### config.mk
export PLATFORM = sky130hd
export DESIGN_NAME = e_pow2_engine_flat
export DESIGN_NICKNAME = d
export VERILOG_FILES = /design/src/rtl/e_pow2_engine_if.sv /design/src/rtl/e_pow2_engine.sv /design/src/flat_wrapper.sv
export SDC_FILE = /design/constraint.sdc
export NUM_CORES = 2
export LEC_CHECK = 0
export BUFFER_PORTS_ARGS = -buffer_cell sky130_fd_sc_hd__buf_2
export CAP_MARGIN = 10
export CELL_PAD_IN_SITES_DETAIL_PLACEMENT = 0
export CELL_PAD_IN_SITES_GLOBAL_PLACEMENT = 2
export CORE_ASPECT_RATIO = 1.5
export CORE_MARGIN = 2
export CORE_UTILIZATION = 39
export DETAILED_ROUTE_END_ITERATION = 8
export PLACE_DENSITY_LB_ADDON = 0.1
export SYNTH_ARGS = -nofsm -noshare
export SYNTH_HDL_FRONTEND = slang
export SYNTH_SLANG_ARGS = --single-unit
### constraint.sdc
create_clock -name clk -period 11.8 [get_ports clk]
set_clock_uncertainty 0.05 [all_clocks]
set_input_delay 1.77 -clock clk [delete_from_list [all_inputs] [get_ports clk]]
set_output_delay 1.77 -clock clk [all_outputs]
set_load 0.05 [all_outputs]
### src/rtl/e_pow2_engine_if.sv
// Operand/result bus of the repeated-squaring engine: start/abort control in, status and result out.
// Word 0 of in_data/out_data is the least significant word.
interface e_pow2_engine_if #(
    parameter int WORDS  = 4,
    parameter int WORD_W = 16
);
    logic              start;
    logic              abort;
    logic [WORD_W-1:0] in_data  [0:WORDS-1];
    logic              busy;
    logic              done;
    logic              ovf;
    logic [WORD_W-1:0] out_data [0:WORDS-1];

    modport master (
        output start, abort, in_data,
        input  busy, done, ovf, out_data
    );

    modport slave (
        input  start, abort, in_data,
        output busy, done, ovf, out_data
    );
endinterface

### src/rtl/e_pow2_engine.sv
// Raises an unsigned fixed-point operand to 2^ITERS by repeated squaring with one word product per cycle.
// Latency ITERS*(WORDS*WORDS+1) edges from start to done; start is ignored unless idle, abort cancels a run.
module e_pow2_engine #(
    parameter int WORDS      = 4,
    parameter int WORD_W     = 16,
    parameter int FRAC_WORDS = 2,
    parameter int ITERS      = 15
) (
    input  logic            clk,
    input  logic            rst_n,
    e_pow2_engine_if.slave  bus
);
    localparam int OP_W  = WORDS * WORD_W;
    localparam int ACC_W = 2 * OP_W;
    localparam int IW    = (WORDS > 1) ? $clog2(WORDS) : 1;
    localparam int CW    = $clog2(ITERS + 1);
    localparam int LO    = FRAC_WORDS * WORD_W;
    localparam int HI    = (FRAC_WORDS + WORDS) * WORD_W;

    typedef enum logic [1:0] {IDLE, MAC, NORM, DONE} state_t;

    state_t            state;
    logic [OP_W-1:0]   op;
    logic [ACC_W-1:0]  acc;
    logic [IW-1:0]     idx_i;
    logic [IW-1:0]     idx_j;
    logic [CW-1:0]     iter;
    logic              busy_r;
    logic              done_r;
    logic              ovf_r;
    logic [OP_W-1:0]   out_r;

    logic [OP_W-1:0]     in_flat;
    logic [WORD_W-1:0]   word_a;
    logic [WORD_W-1:0]   word_b;
    logic [2*WORD_W-1:0] prod;
    logic [ACC_W-1:0]    prod_sh;
    logic                high_nz;
    logic [OP_W-1:0]     norm_op;
    logic [CW-1:0]       iter_nxt;
    logic                last_j;
    logic                last_pair;

    always_comb begin
        in_flat = '0;
        for (int w = 0; w < WORDS; w++) begin
            in_flat[w*WORD_W +: WORD_W] = bus.in_data[w];
        end
    end

    assign word_a    = op[int'(idx_i)*WORD_W +: WORD_W];
    assign word_b    = op[int'(idx_j)*WORD_W +: WORD_W];
    assign prod      = (2*WORD_W)'(word_a) * (2*WORD_W)'(word_b);
    assign prod_sh   = ACC_W'(prod) << (WORD_W * (int'(idx_i) + int'(idx_j)));
    // Anything above the kept integer words means the square no longer fits: saturate.
    assign high_nz   = |acc[ACC_W-1:HI];
    assign norm_op   = high_nz ? '1 : acc[LO +: OP_W];
    assign iter_nxt  = iter + CW'(1);
    assign last_j    = (idx_j == IW'(WORDS - 1));
    assign last_pair = last_j && (idx_i == IW'(WORDS - 1));

    always_ff @(posedge clk or negedge rst_n) begin
        if (!rst_n) begin
            state  <= IDLE;
            op     <= '0;
            acc    <= '0;
            idx_i  <= '0;
            idx_j  <= '0;
            iter   <= '0;
            busy_r <= 1'b0;
            done_r <= 1'b0;
            ovf_r  <= 1'b0;
            out_r  <= '0;
        end else begin
            case (state)
                IDLE: begin
                    done_r <= 1'b0;
                    if (bus.start) begin
                        op     <= in_flat;
                        acc    <= '0;
                        ovf_r  <= 1'b0;
                        iter   <= '0;
                        idx_i  <= '0;
                        idx_j  <= '0;
                        busy_r <= 1'b1;
                        state  <= MAC;
                    end
                end
                MAC: begin
                    if (bus.abort) begin
                        acc    <= '0;
                        idx_i  <= '0;
                        idx_j  <= '0;
                        busy_r <= 1'b0;
                        state  <= IDLE;
                    end else begin
                        acc <= acc + prod_sh;
                        if (last_pair) begin
                            idx_i <= '0;
                            idx_j <= '0;
                            state <= NORM;
                        end else if (last_j) begin
                            idx_j <= '0;
                            idx_i <= idx_i + IW'(1);
                        end else begin
                            idx_j <= idx_j + IW'(1);
                        end
                    end
                end
                NORM: begin
                    acc <= '0;
                    if (bus.abort) begin
                        busy_r <= 1'b0;
                        state  <= IDLE;
                    end else begin
                        op   <= norm_op;
                        iter <= iter_nxt;
                        if (high_nz) begin
                            ovf_r <= 1'b1;
                        end
                        if (iter_nxt == CW'(ITERS)) begin
                            out_r  <= norm_op;
                            busy_r <= 1'b0;
                            done_r <= 1'b1;
                            state  <= DONE;
                        end else begin
                            state <= MAC;
                        end
                    end
                end
                DONE: begin
                    done_r <= 1'b0;
                    state  <= IDLE;
                end
                default: begin
                    busy_r <= 1'b0;
                    done_r <= 1'b0;
                    state  <= IDLE;
                end
            endcase
        end
    end

    assign bus.busy = busy_r;
    assign bus.done = done_r;
    assign bus.ovf  = ovf_r;

    for (genvar g = 0; g < WORDS; g++) begin : g_out
        assign bus.out_data[g] = out_r[g*WORD_W +: WORD_W];
    end
endmodule
### src/flat_wrapper.sv
// flat-port wrapper written by rule: the top's interface ports become plain ports
module e_pow2_engine_flat 
#(
    parameter int WORDS      = 4,
    parameter int WORD_W     = 16,
    parameter int FRAC_WORDS = 2,
    parameter int ITERS      = 15
)
  (clk, rst_n, bus_start, bus_abort, bus_in_data, bus_busy, bus_done, bus_ovf, bus_out_data);
  e_pow2_engine_if #(.WORDS(WORDS), .WORD_W(WORD_W)) bus_i ();
  input  logic clk;
  input  logic rst_n;
  input wire logic [$bits(bus_i.start)-1:0] bus_start;
  input wire logic [$bits(bus_i.abort)-1:0] bus_abort;
  input wire logic [$bits(bus_i.in_data)-1:0] bus_in_data;
  output wire logic [$bits(bus_i.busy)-1:0] bus_busy;
  output wire logic [$bits(bus_i.done)-1:0] bus_done;
  output wire logic [$bits(bus_i.ovf)-1:0] bus_ovf;
  output wire logic [$bits(bus_i.out_data)-1:0] bus_out_data;
  assign bus_i.start = bus_start;
  assign bus_i.abort = bus_abort;
  assign bus_i.in_data = {>>{bus_in_data}};
  assign bus_busy = bus_i.busy;
  assign bus_done = bus_i.done;
  assign bus_ovf = bus_i.ovf;
  assign bus_out_data = {>>{bus_i.out_data}};
  e_pow2_engine #(.WORDS(WORDS), .WORD_W(WORD_W), .FRAC_WORDS(FRAC_WORDS), .ITERS(ITERS)) u_core (.clk(clk), .rst_n(rst_n), .bus(bus_i));
endmodule
==> metrics.csv <==
metric,value,unit
worst-path fanout max,16,
critical path class,register to register,
IO buf count,134,
share of layout cells above drive strength 1,9.948,%
DRC,0,
worst skew pair latency,600,ps
Synth warnings,0,
top-area cell type share of the netlist area,22.88,%
synthesized area,0.02942,mm^2
Layout area overhead,9.982,%
vias,27654,
"Hold Vio Cnt, Final",0,
crit share post-route,97.10,%
M3 GR Usage,4.206,%
CTS tree,built,
routed len/inst,27.85,um
Setup crit end kind,register,
row cnt,123,
# fillers,7732,
crit-path most repeated cell,fa_1,
Clock Tree Root,clkbuf_16,
Cell variety after synth,90,
cts-stage hold buffer count,0,
core area,0.07479,mm^2
"Slew Viols, Final",0,
largest net degree at the start of global routing,99,
layout net count,4169,
Worst-Margin Slew,1116,ps
cell family with most CP delay,compound AO/OA/AOI/OAI gates,
dpl cells,4627,
type of the tightest min-delay check,register to register,
max-cap violations,0,
vias in the first global route,28578,
Die Height,340.4,um
Final min period,11460,ps
first-pass GRT wire length,191.6,mm
Slowest cell on crit path,mux4_2,
"Seq/Total Area, Yosys",22.88,%
htree depth,2,
clock slew at reported path FFs,60,ps
final setup violation count,0,
maximum clock path buffer count,3,
Worst EP required,12210,ps
# IOs,135,
met2 Usage GRT,58.95,%
cells after synthesis,3625,
Tot GR Track Use,33.49,%
Critical Path Source Type,register,
grt total ovfl,0,
post-detail-place hpwl,106.5,mm
Non-Filler Instances,4690,
status,"finished, final reports clean",
"flops & latches, synth",269,
"Avg Cell Area, Syn",8.115,um^2
starting density of the core,39.33,%
initial antenna violation count,1,
CTS buffer count,35,
DR vias/cell,5.896,
largest area contributor in the netlist,dfrtp_1,
asr flop ratio synth,100.0,%
top_reg_cell synth,dfrtp_1,
crit path DAT,11870,ps
Worst path max stage delay,630,ps
Die Width,228.3,um
die area,0.07769,mm^2
gpl congestion,1.075,
commonest cells in the synthesized netlist,"nand2_1, nor2_1, o21ai_0",
"EDFF count, synth",0,
Routed WL,130.6,mm
busiest grt layer,met2,
Hold WS,438.0,ps
Detail Route Antenna Nets,0,
Synth Net Count,4129,
GR met1 Demand/Resource,35.27,%
"count leader, synth",nand2_1,
Iteration-0 DRC Markers,2041,
largest cells by area after synthesis,"dfrtp_1, fa_1, ha_1",
Slew HR,25.61,%
crit path buf inv count,7,
Num Clock Sinks,269,
DRT Pass-1 Iters,5,
Fmax achieved,87.27,MHz
[placed cells by master, fill, tap and decap left out, types with 27 or more instances in the layout]
cell type	instances
nand2_1	453
nor2_1	407
o21ai_0	307
inv_1	278
a21oi_1	276
dfrtp_1	268
ha_1	240
fa_1	196
buf_2	133
a21o_1	88
buf_4	82
nand4_1	76
xnor2_1	74
xor2_1	69
a22oi_1	67
and2_1	53
nand3_1	39
o21bai_1	36
nor2b_1	35
clkbuf_16	35
o31ai_1	28
o21a_1	27
nor3_1	27
[worst min-delay path, delay by kind of cell, from the launching register on]
family / cells / cell delay [ps]
and+or+nand+nor: 1 / 40
DFF: 1 / 340
AOI/OAI and AO/OA: 1 / 60
[metrics by stage]
stage / util, % / setup WS [ps] / setup TNS [ps] / cell area (um^2)
after floorplan: - / 1550 / 0 / 29420
after global placement: 41.56 / 424.5 / 0 / 31090
after detailed placement: 41.56 / 403.5 / 0 / 31090
after CTS: 43.19 / 348.5 / 0 / 32300
after global routing: 43.26 / -8.727 / -10.35 / 32350
final: 43.26 / 341.9 / 0 / 32350
[repair_timing]
item / in CTS / in global routing
resized for setup: 0 / 11
setup buffers: 0 / 1
setup endpoints to repair: 0 / 15
hold endpoints to repair: 0 / 0
[state kept, by name (all words and copies together), names as in the netlist]
| signal | cells |
|---|---|
| u_core.acc | 128 |
| u_core.idx_i | 2 |
| u_core.out_r | 64 |
| u_core.bus.busy | 1 |
| u_core.bus.done | 1 |
| u_core.state | 2 |
| u_core.idx_j | 2 |
| u_core.bus.ovf | 1 |
| u_core.op | 64 |
| u_core.iter | 4 |
[cell families (layout without fill, tap and decap cells)]
kind of cell	Yosys count	count (layout)	synth area share (%)
xor gates and xnor gates	144	144	4.287
and+or+nand+nor	1199	1199	18.11
buffers and inverters	492	556	6.665
adders and majority gates	436	436	23.55
other	0	1	0
DFF	269	269	22.88
AOI/OAI and AO/OA	1026	1026	21.61
muxes	59	59	2.905
[metal layers]
| layer | part of all wire, % | vias up |
|---|---|---|
| met1 | 35 | 13678 |
| li1 | - | 12604 |
| met2 | 50 | 1008 |
| met3 | 4.8 | 364 |
| met4 | 11 | 0 |
| met5 | 0 | - |
[final timing paths]
kind	end	start	cells past startpoint	slack (ps)
max reg2reg	u_core.acc[127]$_DFFE_PN0P_	u_core.idx_j[0]$_DFFE_PN0P_	36	340
max in group asynchronous	u_core.out_r[14]$_DFFE_PN0P_	rst_n	3	8300
min in group asynchronous	u_core.acc[109]$_DFFE_PN0P_	rst_n	1	1170
min	u_core.acc[25]$_DFFE_PN0P_	u_core.acc[25]$_DFFE_PN0P_	2	440
min reg2reg	u_core.acc[25]$_DFFE_PN0P_	u_core.acc[25]$_DFFE_PN0P_	2	440
max	u_core.acc[127]$_DFFE_PN0P_	u_core.idx_j[0]$_DFFE_PN0P_	36	340
[area by class of cell]
| type | instances | area [um^2] | share of cell area, % |
|---|---|---|---|
| antenna | 1 | 2.502 | 0.007734 |
| clock buffer | 43 | 945.9 | 2.924 |
| clock inverter | 18 | 267.8 | 0.8276 |
| inverter | 279 | 1047 | 3.237 |
| multi-input combinational | 2864 | 20810 | 64.32 |
| sequential | 269 | 6733 | 20.81 |
| tap | 1000 | 1251 | 3.867 |
| timing repair buffer | 216 | 1296 | 4.006 |
Power is not shown: default switching activity piles up to over one toggle a cycle in this logic, so the estimate is an artifact.
